### src/rtl/ssp_min_select_pkg.sv
// Shared definitions for the SSSP extract-min datapath.
// Holds the distance RAM entry layout (distance field, visited flag), the
// INF sentinel, the extract-min FSM state encoding and entry field helpers.
package ssp_min_select_pkg;

    localparam int ENTRY_W = 64;
    localparam int DIST_W  = 32;
    localparam int VIS_BIT = 32;

    localparam logic [DIST_W-1:0] INF = '1;

    typedef enum logic [2:0] {
        IDLE,
        SCAN,
        DRAIN,
        MARK,
        DONE
    } state_t;

    function automatic logic [DIST_W-1:0] ent_dist(input logic [ENTRY_W-1:0] e);
        return e[DIST_W-1:0];
    endfunction

    function automatic logic ent_vis(input logic [ENTRY_W-1:0] e);
        return e[VIS_BIT];
    endfunction

    // Unvisited and reachable.
    function automatic logic ent_eligible(input logic [ENTRY_W-1:0] e);
        return !ent_vis(e) && (ent_dist(e) != INF);
    endfunction

    // Same entry with the visited flag raised; distance is untouched.
    function automatic logic [ENTRY_W-1:0] ent_mark(input logic [ENTRY_W-1:0] e);
        logic [ENTRY_W-1:0] r;
        r          = e;
        r[VIS_BIT] = 1'b1;
        return r;
    endfunction

    // Result word handed downstream: zero-padded distance, visited reads 0.
    function automatic logic [ENTRY_W-1:0] ent_result(input logic [DIST_W-1:0] d);
        return ENTRY_W'(d);
    endfunction

endpackage

### src/rtl/ssp_min_select_if.sv
// Bundle of the extract-min request/result signals and the distance RAM port.
// slave  : the extract-min block's view.
// master : the controller / RAM side (testbench).
interface ssp_min_select_if
    import ssp_min_select_pkg::*;
#(
    parameter int ADDR_W = 10
) ();
    logic               start;
    logic [31:0]        numof_nodes;
    logic               busy;
    logic               done;
    logic               found;
    logic [ADDR_W-1:0]  min_node;
    logic [ENTRY_W-1:0] distance_of_minimum;
    logic               rd_en;
    logic [ADDR_W-1:0]  rd_addr;
    logic [ENTRY_W-1:0] rd_data;
    logic               wr_en;
    logic [ADDR_W-1:0]  wr_addr;
    logic [ENTRY_W-1:0] wr_data;

    modport slave (
        input  start, numof_nodes, rd_data,
        output busy, done, found, min_node, distance_of_minimum,
        output rd_en, rd_addr, wr_en, wr_addr, wr_data
    );

    modport master (
        output start, numof_nodes, rd_data,
        input  busy, done, found, min_node, distance_of_minimum,
        input  rd_en, rd_addr, wr_en, wr_addr, wr_data
    );
endinterface

### src/rtl/ssp_min_select_cmp.sv
// Candidate update for extract-min.
// Inputs : one tagged read beat (valid, address, entry) and the current
//          candidate (valid, address, stored entry).
// Outputs: the next candidate. A beat wins only if it is eligible and its
//          distance is strictly below the candidate's, so ties keep the
//          lower address that arrived first.
module ssp_min_select_cmp
    import ssp_min_select_pkg::*;
#(
    parameter int ADDR_W = 10
) (
    input  logic               beat_vld,
    input  logic [ADDR_W-1:0]  beat_addr,
    input  logic [ENTRY_W-1:0] beat_data,
    input  logic               cand_vld,
    input  logic [ADDR_W-1:0]  cand_addr,
    input  logic [ENTRY_W-1:0] cand_entry,
    output logic               nxt_vld,
    output logic [ADDR_W-1:0]  nxt_addr,
    output logic [ENTRY_W-1:0] nxt_entry
);
    logic take;

    // An invalid candidate carries INF, so any eligible beat beats it.
    assign take = beat_vld && ent_eligible(beat_data)
               && (ent_dist(beat_data) < ent_dist(cand_entry));

    assign nxt_vld   = take ? 1'b1      : cand_vld;
    assign nxt_addr  = take ? beat_addr : cand_addr;
    assign nxt_entry = take ? beat_data : cand_entry;
endmodule

### src/rtl/ssp_min_select.sv
// Extract-min stage of the SSSP accelerator.
// On start, reads entries 0..N-1 of the distance RAM, keeps the unvisited
// node with the smallest finite distance, writes its visited flag back and
// reports it (found / min_node / distance_of_minimum) with a done pulse.
// Ports: clk, rstn (async, active low) and the slave side of
// ssp_min_select_if (start/numof_nodes request, busy/done/result outputs,
// distance RAM read and write ports).
module ssp_min_select
    import ssp_min_select_pkg::*;
#(
    parameter int ADDR_W = 10
) (
    input  logic clk,
    input  logic rstn,
    ssp_min_select_if.slave bus
);
    localparam logic [ADDR_W:0] MAX_N = {1'b1, {ADDR_W{1'b0}}};
    localparam logic [ADDR_W:0] ONE   = (ADDR_W+1)'(1);

    state_t             state, state_nxt;
    // One bit wider than an address so N = 2**ADDR_W is representable.
    logic [ADDR_W:0]    cnt, n_reg, n_clamp;

    // Read-side tag: rd_en/rd_addr delayed to line up with rd_data.
    logic               rd_vld_q;
    logic [ADDR_W-1:0]  rd_addr_q;

    logic               cand_vld, nxt_vld;
    logic [ADDR_W-1:0]  cand_addr, nxt_addr;
    logic [ENTRY_W-1:0] cand_entry, nxt_entry;

    logic               res_found;
    logic [ADDR_W-1:0]  res_node;
    logic [ENTRY_W-1:0] res_dist;

    logic               accept;

    assign n_clamp = (bus.numof_nodes > 32'(MAX_N)) ? MAX_N : bus.numof_nodes[ADDR_W:0];
    assign accept  = (state == IDLE) && bus.start;

    ssp_min_select_cmp #(.ADDR_W(ADDR_W)) u_cmp (
        .beat_vld   (rd_vld_q),
        .beat_addr  (rd_addr_q),
        .beat_data  (bus.rd_data),
        .cand_vld   (cand_vld),
        .cand_addr  (cand_addr),
        .cand_entry (cand_entry),
        .nxt_vld    (nxt_vld),
        .nxt_addr   (nxt_addr),
        .nxt_entry  (nxt_entry)
    );

    always_ff @(posedge clk or negedge rstn) begin
        if (!rstn) begin
            state      <= IDLE;
            cnt        <= '0;
            n_reg      <= '0;
            rd_vld_q   <= 1'b0;
            rd_addr_q  <= '0;
            cand_vld   <= 1'b0;
            cand_addr  <= '0;
            cand_entry <= ent_result(INF);
            res_found  <= 1'b0;
            res_node   <= '0;
            res_dist   <= '0;
        end else begin
            state     <= state_nxt;
            rd_vld_q  <= bus.rd_en;
            rd_addr_q <= bus.rd_addr;

            if (accept) begin
                cnt        <= '0;
                n_reg      <= n_clamp;
                cand_vld   <= 1'b0;
                cand_addr  <= '0;
                cand_entry <= ent_result(INF);
            end else begin
                cand_vld   <= nxt_vld;
                cand_addr  <= nxt_addr;
                cand_entry <= nxt_entry;
            end

            if (state == SCAN)
                cnt <= cnt + ONE;

            // Results are loaded on entry to DONE so they are valid with done.
            if (accept && (n_clamp == '0)) begin
                res_found <= 1'b0;
                res_node  <= '0;
                res_dist  <= '0;
            end else if (state == MARK) begin
                res_found <= cand_vld;
                res_node  <= cand_addr;
                res_dist  <= cand_vld ? ent_result(ent_dist(cand_entry)) : '0;
            end
        end
    end

    always_comb begin
        state_nxt   = state;
        bus.rd_en   = 1'b0;
        bus.rd_addr = '0;
        bus.wr_en   = 1'b0;
        bus.wr_addr = '0;
        bus.wr_data = '0;
        bus.busy    = 1'b0;
        bus.done    = 1'b0;
        case (state)
            IDLE: begin
                if (bus.start)
                    state_nxt = (n_clamp == '0) ? DONE : SCAN;
            end
            SCAN: begin
                bus.busy    = 1'b1;
                bus.rd_en   = 1'b1;
                bus.rd_addr = cnt[ADDR_W-1:0];
                if (cnt == n_reg - ONE)
                    state_nxt = DRAIN;
            end
            DRAIN: begin
                bus.busy  = 1'b1;
                state_nxt = MARK;
            end
            MARK: begin
                bus.busy = 1'b1;
                if (cand_vld) begin
                    bus.wr_en   = 1'b1;
                    bus.wr_addr = cand_addr;
                    bus.wr_data = ent_mark(cand_entry);
                end
                state_nxt = DONE;
            end
            DONE: begin
                bus.done  = 1'b1;
                state_nxt = IDLE;
            end
            default: state_nxt = IDLE;
        endcase
    end

    assign bus.found               = res_found;
    assign bus.min_node            = res_node;
    assign bus.distance_of_minimum = res_dist;
endmodule

### src/flat_wrapper.sv
// flat-port wrapper written by rule: the top's interface ports become plain ports
module ssp_min_select_flat import ssp_min_select_pkg::*;
#(
    parameter int ADDR_W = 10
)
  (clk, rstn, bus_start, bus_numof_nodes, bus_rd_data, bus_busy, bus_done, bus_found, bus_min_node, bus_distance_of_minimum, bus_rd_en, bus_rd_addr, bus_wr_en, bus_wr_addr, bus_wr_data);
  ssp_min_select_if #(.ADDR_W(ADDR_W)) bus_i ();
  input  logic clk;
  input  logic rstn;
  input wire logic [$bits(bus_i.start)-1:0] bus_start;
  input wire logic [$bits(bus_i.numof_nodes)-1:0] bus_numof_nodes;
  input wire logic [$bits(bus_i.rd_data)-1:0] bus_rd_data;
  output wire logic [$bits(bus_i.busy)-1:0] bus_busy;
  output wire logic [$bits(bus_i.done)-1:0] bus_done;
  output wire logic [$bits(bus_i.found)-1:0] bus_found;
  output wire logic [$bits(bus_i.min_node)-1:0] bus_min_node;
  output wire logic [$bits(bus_i.distance_of_minimum)-1:0] bus_distance_of_minimum;
  output wire logic [$bits(bus_i.rd_en)-1:0] bus_rd_en;
  output wire logic [$bits(bus_i.rd_addr)-1:0] bus_rd_addr;
  output wire logic [$bits(bus_i.wr_en)-1:0] bus_wr_en;
  output wire logic [$bits(bus_i.wr_addr)-1:0] bus_wr_addr;
  output wire logic [$bits(bus_i.wr_data)-1:0] bus_wr_data;
  assign bus_i.start = bus_start;
  assign bus_i.numof_nodes = bus_numof_nodes;
  assign bus_i.rd_data = bus_rd_data;
  assign bus_busy = bus_i.busy;
  assign bus_done = bus_i.done;
  assign bus_found = bus_i.found;
  assign bus_min_node = bus_i.min_node;
  assign bus_distance_of_minimum = bus_i.distance_of_minimum;
  assign bus_rd_en = bus_i.rd_en;
  assign bus_rd_addr = bus_i.rd_addr;
  assign bus_wr_en = bus_i.wr_en;
  assign bus_wr_addr = bus_i.wr_addr;
  assign bus_wr_data = bus_i.wr_data;
  ssp_min_select #(.ADDR_W(ADDR_W)) u_core (.clk(clk), .rstn(rstn), .bus(bus_i));
endmodule
### config.mk
export PLATFORM = sky130hd
export DESIGN_NAME = ssp_min_select_flat
export DESIGN_NICKNAME = d
export VERILOG_FILES = /design/src/rtl/ssp_min_select_pkg.sv /design/src/rtl/ssp_min_select_if.sv /design/src/rtl/ssp_min_select_cmp.sv /design/src/rtl/ssp_min_select.sv /design/src/flat_wrapper.sv
export SDC_FILE = /design/constraint.sdc
export NUM_CORES = 1
export LEC_CHECK = 0
export BUFFER_PORTS_ARGS = -buffer_cell sky130_fd_sc_hd__buf_2
export CORE_UTILIZATION = 50
export DETAILED_ROUTE_END_ITERATION = 10
export GPL_TIMING_DRIVEN = 0
export MAX_ROUTING_LAYER = met4
export PLACE_DENSITY = 0.89
export SETUP_SLACK_MARGIN = 0.15
export SLEW_MARGIN = 40
export SYNTH_ARGS = -nofsm -noshare
export SYNTH_HDL_FRONTEND = slang
export SYNTH_SLANG_ARGS = --single-unit
### constraint.sdc
create_clock -name clk -period 5.65 [get_ports clk]
set_input_delay 0.8475 -clock clk [delete_from_list [all_inputs] [get_ports clk]]
set_output_delay 0.8475 -clock clk [all_outputs]
set_load 0.03 [all_outputs]
---- Yosys cells after proc, flatten, opt, wreduce, memory -nomap -nowiden ----
Index checks and enable logic that the tools add are counted.
operators by class
  add/sub/neg operators ................... 2
  multiply operators ...................... 0
  div/mod/pow operators ................... 0
  magnitude comparators ................... 2
  equality and inequality tests ........... 8
  shifts and indexed selects .............. 0
  mux-type cells .......................... 30
  bitwise gates (word level) .............. 0
  reduce and logical (&&, ||, !) cells .... 13
operator list
  operator                                              count
  2-to-1 mux 64 bit                                     6
  2-to-1 mux 10 bit                                     7
  2-to-1 mux 11 bit                                     3
  > comparator 32 x 11 -> 1 bit, second input constant  1
  less-than comparator 32 bit                           1
  2-to-1 mux 32 bit                                     1
  inequality test 32 bit, second input constant         1
  one-hot mux 3 bit (4 select lines)                    1
  adder 11 x 1 -> 11 bit, second input constant         1
  == test 11 bit                                        1
  logical NOT 11 bit                                    1
  subtractor 11 x 1 -> 11 bit, second input constant    1
  2-to-1 mux 1 bit                                      9
  2-to-1 mux 3 bit                                      3
  == test 3 x 2 -> 1 bit, second input constant         2
  nonzero test 2 bit                                    3
  logical AND 1 bit                                     5
  inequality test 2 bit, second input constant          2
  == test 3 x 1 -> 1 bit, second input constant         1
  == test 3 bit, second input constant                  1
  logical NOT 3 bit                                     1
  OR reduction 3 bit                                    1
  AND reduction 2 bit                                   1
  logical NOT 1 bit                                     1
storage, ports and cells
  register bits ........................... 186
  bits in latches ......................... 0
  memory bits (writable) .................. 0
  memory bits (read-only) ................. 0
  output and inout port bits .............. 163
  memories ................................ 0

---- Logic depth before layout (Yosys ltp) ----
Gate-level depths: netlist (run 1).
  depth after elaboration ................. 6
  depth in mapped cells ................... 10
  gate-level depth less buffers ........... 8

---- By module ----
From an unflattened synthesis (run 1), not the netlist that was laid out.
second synthesis, totals
  cells, all modules ...................... 807
  area total of the unflattened synthesis .. 8,632.0 um^2
modules (own cells, without submodules)
  module              instances  cells each  area each (um^2)  seq. area each (um^2)
  ssp_min_select      1          604         6,670.1           3,893.7
  ssp_min_select_cmp  1          203         1,961.9           0.0

---- Worst setup path after synthesis (run 1) ----
Ideal clock, no wire load.
  path kind ............................... flip-flop to output port
  start ................................... reg u_core.state[1]
  end ..................................... out bus_rd_addr[0]
  arrival ................................. 1,862 ps
  data required time ...................... 4,803 ps
  setup slack ............................. 2,940 ps
  cell stages (with the launch flop) ...... 8
  cell sequence ........................... dfrtp_1 -> clkbuf_1 -> nor2b_1 -> nand2b_1 -> inv_1 -> clkbuf_1 -> clkbuf_1 -> and2_1
between the ends
  word-level cells in the longest chain between the ends .. 2
RTL lines
  element                   RTL line               text
  start: declaration        ssp_min_select.sv:20   state_t state, state_nxt;
  start signal: assignment  ssp_min_select.sv:67   state <= state_nxt;
  == test 3 x 1 -> 1 bit    ssp_min_select.sv:108  case (state)
  2-to-1 mux 10 bit         ssp_min_select.sv:108
  end: declaration          flat_wrapper.sv:19     output wire logic [$bits(bus_i.rd_addr)-1:0] bus_rd_addr;
Every way passes these cells.

---- Worst setup path in the final report (run 1) ----
  start ................................... reg u_core.state[1]
  end ..................................... out bus_wr_data[62]
between the ends
  word-level cells in the longest chain between the ends .. 2
RTL lines
  element                 RTL line               text
  == test 3 x 2 -> 1 bit  ssp_min_select.sv:108
  2-to-1 mux 64 bit       ssp_min_select.sv:108
  end: declaration        flat_wrapper.sv:22     output wire logic [$bits(bus_i.wr_data)-1:0] bus_wr_data;
Every way passes these cells.

==> flow_summary.yaml, run 1 <==
logic_synthesis:
  synth.avg_cell_area_um2: 9.406
  synthFlopType: "dfrtp_1"
  yosysTopAreaCellShare_pct: 37.96
  synthArstFlopShare_pct: 100.0
  synth_cell_types: 51
  yosysMostFrequentCell: "dfrtp_1"
  yosysSeqAreaShare_pct: 48.50
  netlist_area_um2: 7976
  synth-edff-count: 0
  ys_top_cells_by_area: "dfrtp_1 38%, dfstp_2 11%, ha_1 5.2%"
  synth_cells: 848
  netlist_top_cells_count: "121 x dfrtp_1, 81 x nand3_1, 68 x a21oi_1, 68 x o21ai_0, 53 x and2_1"
  yosys_register_bits: 153
  yosys.area.top_type: "dfrtp_1"
  yosysWarnings: 0
grt:
  grt_antenna_before_repair: 1
  grt_pass1_vias: 7109
  grt_pass1_wl_um: 35120
  grt_max_degree: 63
  grt_use_total_pct: 28.31
  grt_overflow: 0
clock_network:
  cts_resized: 0
  clk_path_buf_depth: 2
  cts_tree: "done"
  cts_buffers: 17
  htree_levels: 4
  cts_sinks: 153
  cts-root-buf: "clkbuf_16"
  clock_latency_ps: 410
  cts_setup_buffers: 0
  clk_pin_slew_ps: 60
  cts_hold_buf: 0
sta:
  tns_ps: 0
  period_minus_slack_ps: 3739
  period_share_pct: 66.17
  rsz0062_at_grt: "no"
  drv_slew: 0
  fin_skew_ps: 9.286
  tightest_slew_ps: 813.9
  layout_setup_ws_ps: 1911
  hold_violations: 0
  setup_violations: 0
  fmax_ghz: 0.2675
  slew_headroom_pct: 45.50
route:
  dr.pass1.iters: 5
  drc_errors: 0
  routed_wl_um: 22130
  vias: 7429
  drtIter0Drc: 483
  vias_per_cell: 5.483
  ant_nets: 0
  wl_per_cell_um: 16.33
pwr:
  leakagePower_nw: 5.360
  powerDensity_nw_per_um2: 413.5
  ir_drop_v: 0.0002121
finish:
  area_growth_pct: 27.25
  drive_gt1_share_pct: 29.48
  fin_area_um2: 10150
  finalNetCount: 1262
  fillers: 1251
  regMostFlops: "u_core.cand_entry"
  largest_reg_flops: 63
  fin_util_pct: 66.03
worst_setup_path:
  cp-start-kind: "flop"
  cp.arrival_ps: 2890
  cp-end-kind: "output pin"
  critical_path_required_ps: 4800
  path_class: "reg -> out"
  cp_max_fo: 11
place:
  pre_cts_slack_ps: 2025
  dp_hpwl_um: 16700
  post_dp_cell_area_um2: 9579
  portBuffers: 229
  gp_congestion: 0.8757
die:
  coreArea_um2: 15370
  die_w_um: 128.3
  dieArea_um2: 16460
  initial_core_util_pct: 51.89
  ios: 262
  fp.dieH_um: 128.3
  num_rows: 45
status:
  status: "complete, no violations"
job:
  maxCapViolCount: 0
hold_path:
  hp-class: "in -> async"
[layer usage]
layer | share of wire (%) | GRT usage, % | routed length [µm] | vias to the layer above
met5 | 0 | - | 0 | -
met4 | 2.0 | 8.997 | 446 | 0
met2 | 51 | 48.36 | 11260 | 279
met3 | 5.3 | 4.674 | 1166 | 33
li1 | - | - | - | 3510
met1 | 42 | 34.15 | 9255 | 3607
[through the flow]
step / std cells / power (mW) / hold slack, ps
floorplan: 879 / 2.667 / 464.1
global placement: 1319 / 3.005 / 454.0
detailed placement: 1322 / 3.094 / 460.9
CTS: 1354 / 4.191 / 337.9
global route: 1355 / 4.465 / 342.7
finish: 1355 / 4.197 / 326.3
[final timing paths]
| kind | startpoint | to | slack [ps] | cells past startpoint |
|---|---|---|---|---|
| worst min-delay path | rstn | u_core.cand_entry[52] | 330 | 1 |
| max in group asynchronous | rstn | u_core.state[2] | 4420 | 3 |
| worst min register to register | u_core.bus.distance_of_minimum[20] | u_core.bus.distance_of_minimum[20] | 470 | 1 |
| min in group clk | u_core.bus.distance_of_minimum[20] | u_core.bus.distance_of_minimum[20] | 470 | 1 |
| worst max register to register | u_core.cand_entry[27] | u_core.cand_entry[18] | 2340 | 9 |
| worst max-delay path | u_core.state[1] | bus_wr_data[62] | 1910 | 6 |
[worst max-delay path, stage by stage (launching register included)]
cell,delay (ps)
dfrtp_1,320
clkbuf_1,260
nand3b_1,350
nor2_1,630
clkbuf_1,500
and2_1,200
buf_2,220
[report_power, final]
part           leakage (nW)  internal (mW)  switching [mW]
sequential             1.89           1.50           0.164
combinational          3.20          0.531           0.910
clock                 0.273          0.642           0.449
[cells in the final DEF, fill, tap and decap left out, types with 9 or more instances in the layout]
cell | synthesis | final
nor2_1 | 24 | 24
nand2_1 | 43 | 43
nand3_1 | 81 | 81
xnor2_1 | 9 | 9
and2_1 | 53 | 53
dfrtp_1 | 121 | 121
o211ai_1 | 33 | 33
clkbuf_16 | 0 | 17
buf_2 | 4 | 233
a21oi_1 | 68 | 68
buf_4 | 33 | 33
dfstp_2 | 32 | 32
clkbuf_1 | 48 | 50
a21o_1 | 35 | 35
conb_1 | 1 | 32
nor3_1 | 36 | 36
o21ai_0 | 68 | 68
a22o_1 | 9 | 9
inv_1 | 38 | 38
ha_1 | 33 | 33
nand4_1 | 14 | 14
[cell type report]
class	instances	area [µm²]	area share [%]
Antenna cell	1	2.502	0.02465
Buffer	89	462.9	4.561
Clock buffer	22	474.2	4.672
Clock inverter	10	93.84	0.9246
Inverter	38	142.6	1.405
Multi-Input combinational cell	599	3632	35.79
Sequential cell	153	3869	38.12
Tap cell	211	264.0	2.601
Timing Repair Buffer	232	1209	11.91
[logic make-up after synthesis]
| group | Yosys count | synth area share, % |
|---|---|---|
| adder cells (fa/ha/maj) | 33 | 5.177 |
| AND/OR/NAND/NOR | 288 | 19.06 |
| XOR/XNOR | 14 | 1.537 |
| multiplexers | 2 | 0.2667 |
| other | 1 | 0.04701 |
| buffers and inverters | 127 | 7.592 |
| flip-flops | 153 | 48.50 |
| AO/OA/AOI/OAI | 230 | 17.82 |
No activity file was read; power rests on OpenSTA's default activity.
==> run 2, diff against run 1 <==
--- a/config.mk
+++ b/config.mk
@@ -5,12 +5,13 @@
 export SDC_FILE = /design/constraint.sdc
 export NUM_CORES = 1
 export LEC_CHECK = 0
+export ABC_AREA = 1
 export BUFFER_PORTS_ARGS = -buffer_cell sky130_fd_sc_hd__buf_2
 export CORE_UTILIZATION = 50
 export DETAILED_ROUTE_END_ITERATION = 10
 export GPL_TIMING_DRIVEN = 0
 export MAX_ROUTING_LAYER = met4
-export PLACE_DENSITY = 0.89
+export PLACE_DENSITY = 0.88
 export SETUP_SLACK_MARGIN = 0.15
 export SLEW_MARGIN = 40
 export SYNTH_ARGS = -nofsm -noshare
==> constraint.sdc (replaced) <==
create_clock -name clk -period 3.5 [get_ports clk]
set_input_delay 0.525 -clock clk [delete_from_list [all_inputs] [get_ports clk]]
set_output_delay 0.525 -clock clk [all_outputs]
set_load 0.03 [all_outputs]
==> flow_summary.yaml, run 2 <==
status:
  status: "complete, no violations"
finish:
  finalNetCount: 1499
  regMostFlops: "u_core.cand_entry"
  final_common_cell: "nand2_1"
  final_cell_mix: "254 x nand2_1, 247 x buf_2, 143 x nor2_1"
  fin_area_um2: 10850
  multi_input_comb_area_um2: 3871
  fillers: 1378
  largest_reg_flops: 63
  final-seq-area_um2: 3869
  area_growth_pct: 26.14
  drive_gt1_share_pct: 30.65
logic_synthesis:
  netlist_top_cells_count: "254 x nand2_1, 143 x nor2_1, 121 x dfrtp_1, 109 x inv_1, 84 x nand3_1"
  synth-edff-count: 0
  synth.avg_cell_area_um2: 7.927
  yosysSeqAreaShare_pct: 44.98
  yosys_register_bits: 153
  synthFlopType: "dfrtp_1"
  synthArstFlopShare_pct: 100.0
  yosysTopAreaCellShare_pct: 35.21
  ys_top_cells_by_area: "dfrtp_1 35%, nand2_1 11%, dfstp_2 9.8%"
  synth_cell_types: 41
  yosysWarnings: 0
  netlist_area_um2: 8601
  synth_cells: 1085
  yosys.area.top_type: "dfrtp_1"
  yosysMostFrequentCell: "nand2_1"
die:
  dieArea_um2: 17730
  num_rows: 47
  die_w_um: 133.2
  fp.dieH_um: 133.2
  ios: 262
  coreArea_um2: 16700
  initial_core_util_pct: 51.50
route:
  wl_per_cell_um: 15.22
  vias_per_cell: 5.217
  vias: 8353
  drtIter0Drc: 848
  ant_nets: 0
  routed_wl_um: 24370
  dr.pass1.iters: 5
  drc_errors: 0
pwr:
  leakagePower_nw: 6.085
  power_frac_clock_pct: 21.9
  internal_power_mw: 5.077
  netSwitchingFraction_pct: 43.07
  p_switching_mw: 3.841
  pwr-share-seq_pct: 33.0
  pwr-share-comb_pct: 45.1
  ir_drop_v: 0.0005087
  powerDensity_nw_per_um2: 822.0
worst_setup_path:
  path_class: "reg -> out"
  critical_path_required_ps: 2970
  r2r-end: "u_core.cand_entry[31]"
  rrSetupSlack_ps: 900
  path_cells: "nor3_2, inv_2, clkbuf_1, nor2_1, buf_2"
  cp-start-kind: "flop"
  cp_max_fo: 10
  rr_startpoint: "u_core.cand_entry[31]"
  cp_top_family: "simple AND/OR/NAND/NOR gates"
  critPathBufInv: 3
  r2r_cells: 12
  cp_slowest_cell: "nor3_2"
  slowest_delay_ps: 650
  cp.arrival_ps: 2600
  cp-end-kind: "output pin"
job:
  maxCapViolCount: 0
clock_network:
  cts_buffers: 17
  cts-root-buf: "clkbuf_16"
  cts_sinks: 153
  htree_levels: 4
  clock_latency_ps: 430
  cts_setup_buffers: 0
  clk_pin_slew_ps: 60
  clk_path_buf_depth: 2
  cts_tree: "done"
sta:
  slew_headroom_pct: 42.50
  period_minus_slack_ps: 3125
  rsz0062_at_grt: "no"
  layout_setup_ws_ps: 374.7
  fin_skew_ps: 6.651
  fmax_ghz: 0.3200
  tightest_slew_ps: 862.5
  hold_violations: 0
  setup_violations: 0
  drv_slew: 0
  period_share_pct: 89.29
place:
  dp_hpwl_um: 18210
  pre_cts_slack_ps: 902.4
  post_dp_cell_area_um2: 10200
  gp_congestion: 0.9062
  portBuffers: 229
hold_path:
  hp-class: "in -> reg"
  hold_depth: 3
  holdCritStartpoint: "bus_numof_nodes[5]"
  min_delay_worst_endpoint: "u_core.n_reg[5]"
grt:
  grt_antenna_before_repair: 1
  grt_overflow: 0
  grt_pass1_wl_um: 38540
  grt_use_total_pct: 28.54
  grt_max_degree: 74
  grt_pass1_vias: 7887
run 2: changes by cell type in the layout (fill, tap and decap cells not counted), moves of 14 or more:
cell / change
nand2_1: +211
nor2_1: +119
inv_1: +71
o21ai_0: -58
and2_1: -53
a21oi_1: -37
a21o_1: -35
nand4_1: +33
o211ai_1: -33
clkbuf_1: -29
or2_2: +29
nor3_1: -26
a31o_1: +19
buf_2: +14
run 2: worst max path at each step:
stage,from,end,slack [ps],cells after the start
floorplan,u_core.state[2],bus_rd_addr[0],1010,4
global placement,rstn,u_core.cand_entry[56],-320,1
detailed placement,bus_rd_data[31],u_core.cand_entry[31],900,12
CTS,u_core.state[2],bus_rd_addr[9],460,5
global route,u_core.state[2],bus_rd_addr[2],300,5
finish,u_core.state[2],bus_rd_addr[2],370,5
run 2: cell type report:
type                            count  share of cell area, %
Timing Repair Buffer              232                  11.26
Inverter                          114                  3.944
Clock buffer                       22                  4.555
Multi-Input combinational cell    758                  35.68
Sequential cell                   153                  35.66
Tap cell                          220                  2.537
Antenna cell                        1                0.02307
Buffer                             91                  5.063
Clock inverter                     10                  1.280
run 2: power by group through the flow:
stage / logic (mW) / clock network [mW] / registers (mW)
global route: 4.43 / 2.03 / 3.02
floorplan: 2.46 / 0 / 3.31
CTS: 4.00 / 1.97 / 2.93
detailed placement: 3.95 / 0 / 2.96
finish: 4.02 / 1.96 / 2.94
global placement: 3.81 / 0 / 2.92
run 2: layer usage:
metal | routed length [µm] | vias to the layer above | share of wire, % | global-route usage [%]
met2 | 12040 | 350 | 49 | 46.74
met3 | 1469 | 68 | 6.0 | 4.033
met1 | 10030 | 3921 | 41 | 34.91
met5 | 0 | - | 0 | -
li1 | - | 4014 | - | -
met4 | 821 | 0 | 3.4 | 13.57
run 2: worst reg2reg max path: stages, from the launching register on:
cell and delay (ps):
dfstp_2 530, inv_1 70, ha_1 320, nand4_1 130
inv_1 90, a21oi_1 180, nand3_1 120, nor2_2 310
nand2_2 130, nand2_1 210, buf_2 270, nand2_1 110
nand2_1 90
run 2: logic make-up (layout without fill, tap and decap cells):
family	count (synthesis)	in the layout	share of synthesized area (%)
and+or+nand+nor	594	594	30.93
other	1	33	0.04360
DFF	153	153	44.98
adders and majority gates	33	33	4.801
buffers and inverters	205	469	11.36
AOI/OAI and AO/OA	93	93	7.274
xor gates and xnor gates	6	6	0.6110
run 2: metrics by stage:
stage / setup TNS (ps) / power [mW] / hold WS (ps) / std cells / utilization [%]
finish: 0 / 8.918 / 335.8 / 1601 / 64.96
global route: 0 / 9.481 / 347.9 / 1601 / 64.96
detailed placement: 0 / 6.903 / 370.4 / 1567 / 61.10
global placement: -37640 / 6.739 / 460.0 / 1565 / 60.71
floorplan: 0 / 5.764 / 229.4 / 1116 / -
CTS: 0 / 8.899 / 328.4 / 1600 / 64.95
run 2: timing repair:
action,4_1_cts,5_1_grt
endpoints found under the hold margin,17,0
gates resized for setup,0,0
hold buffers,1,0
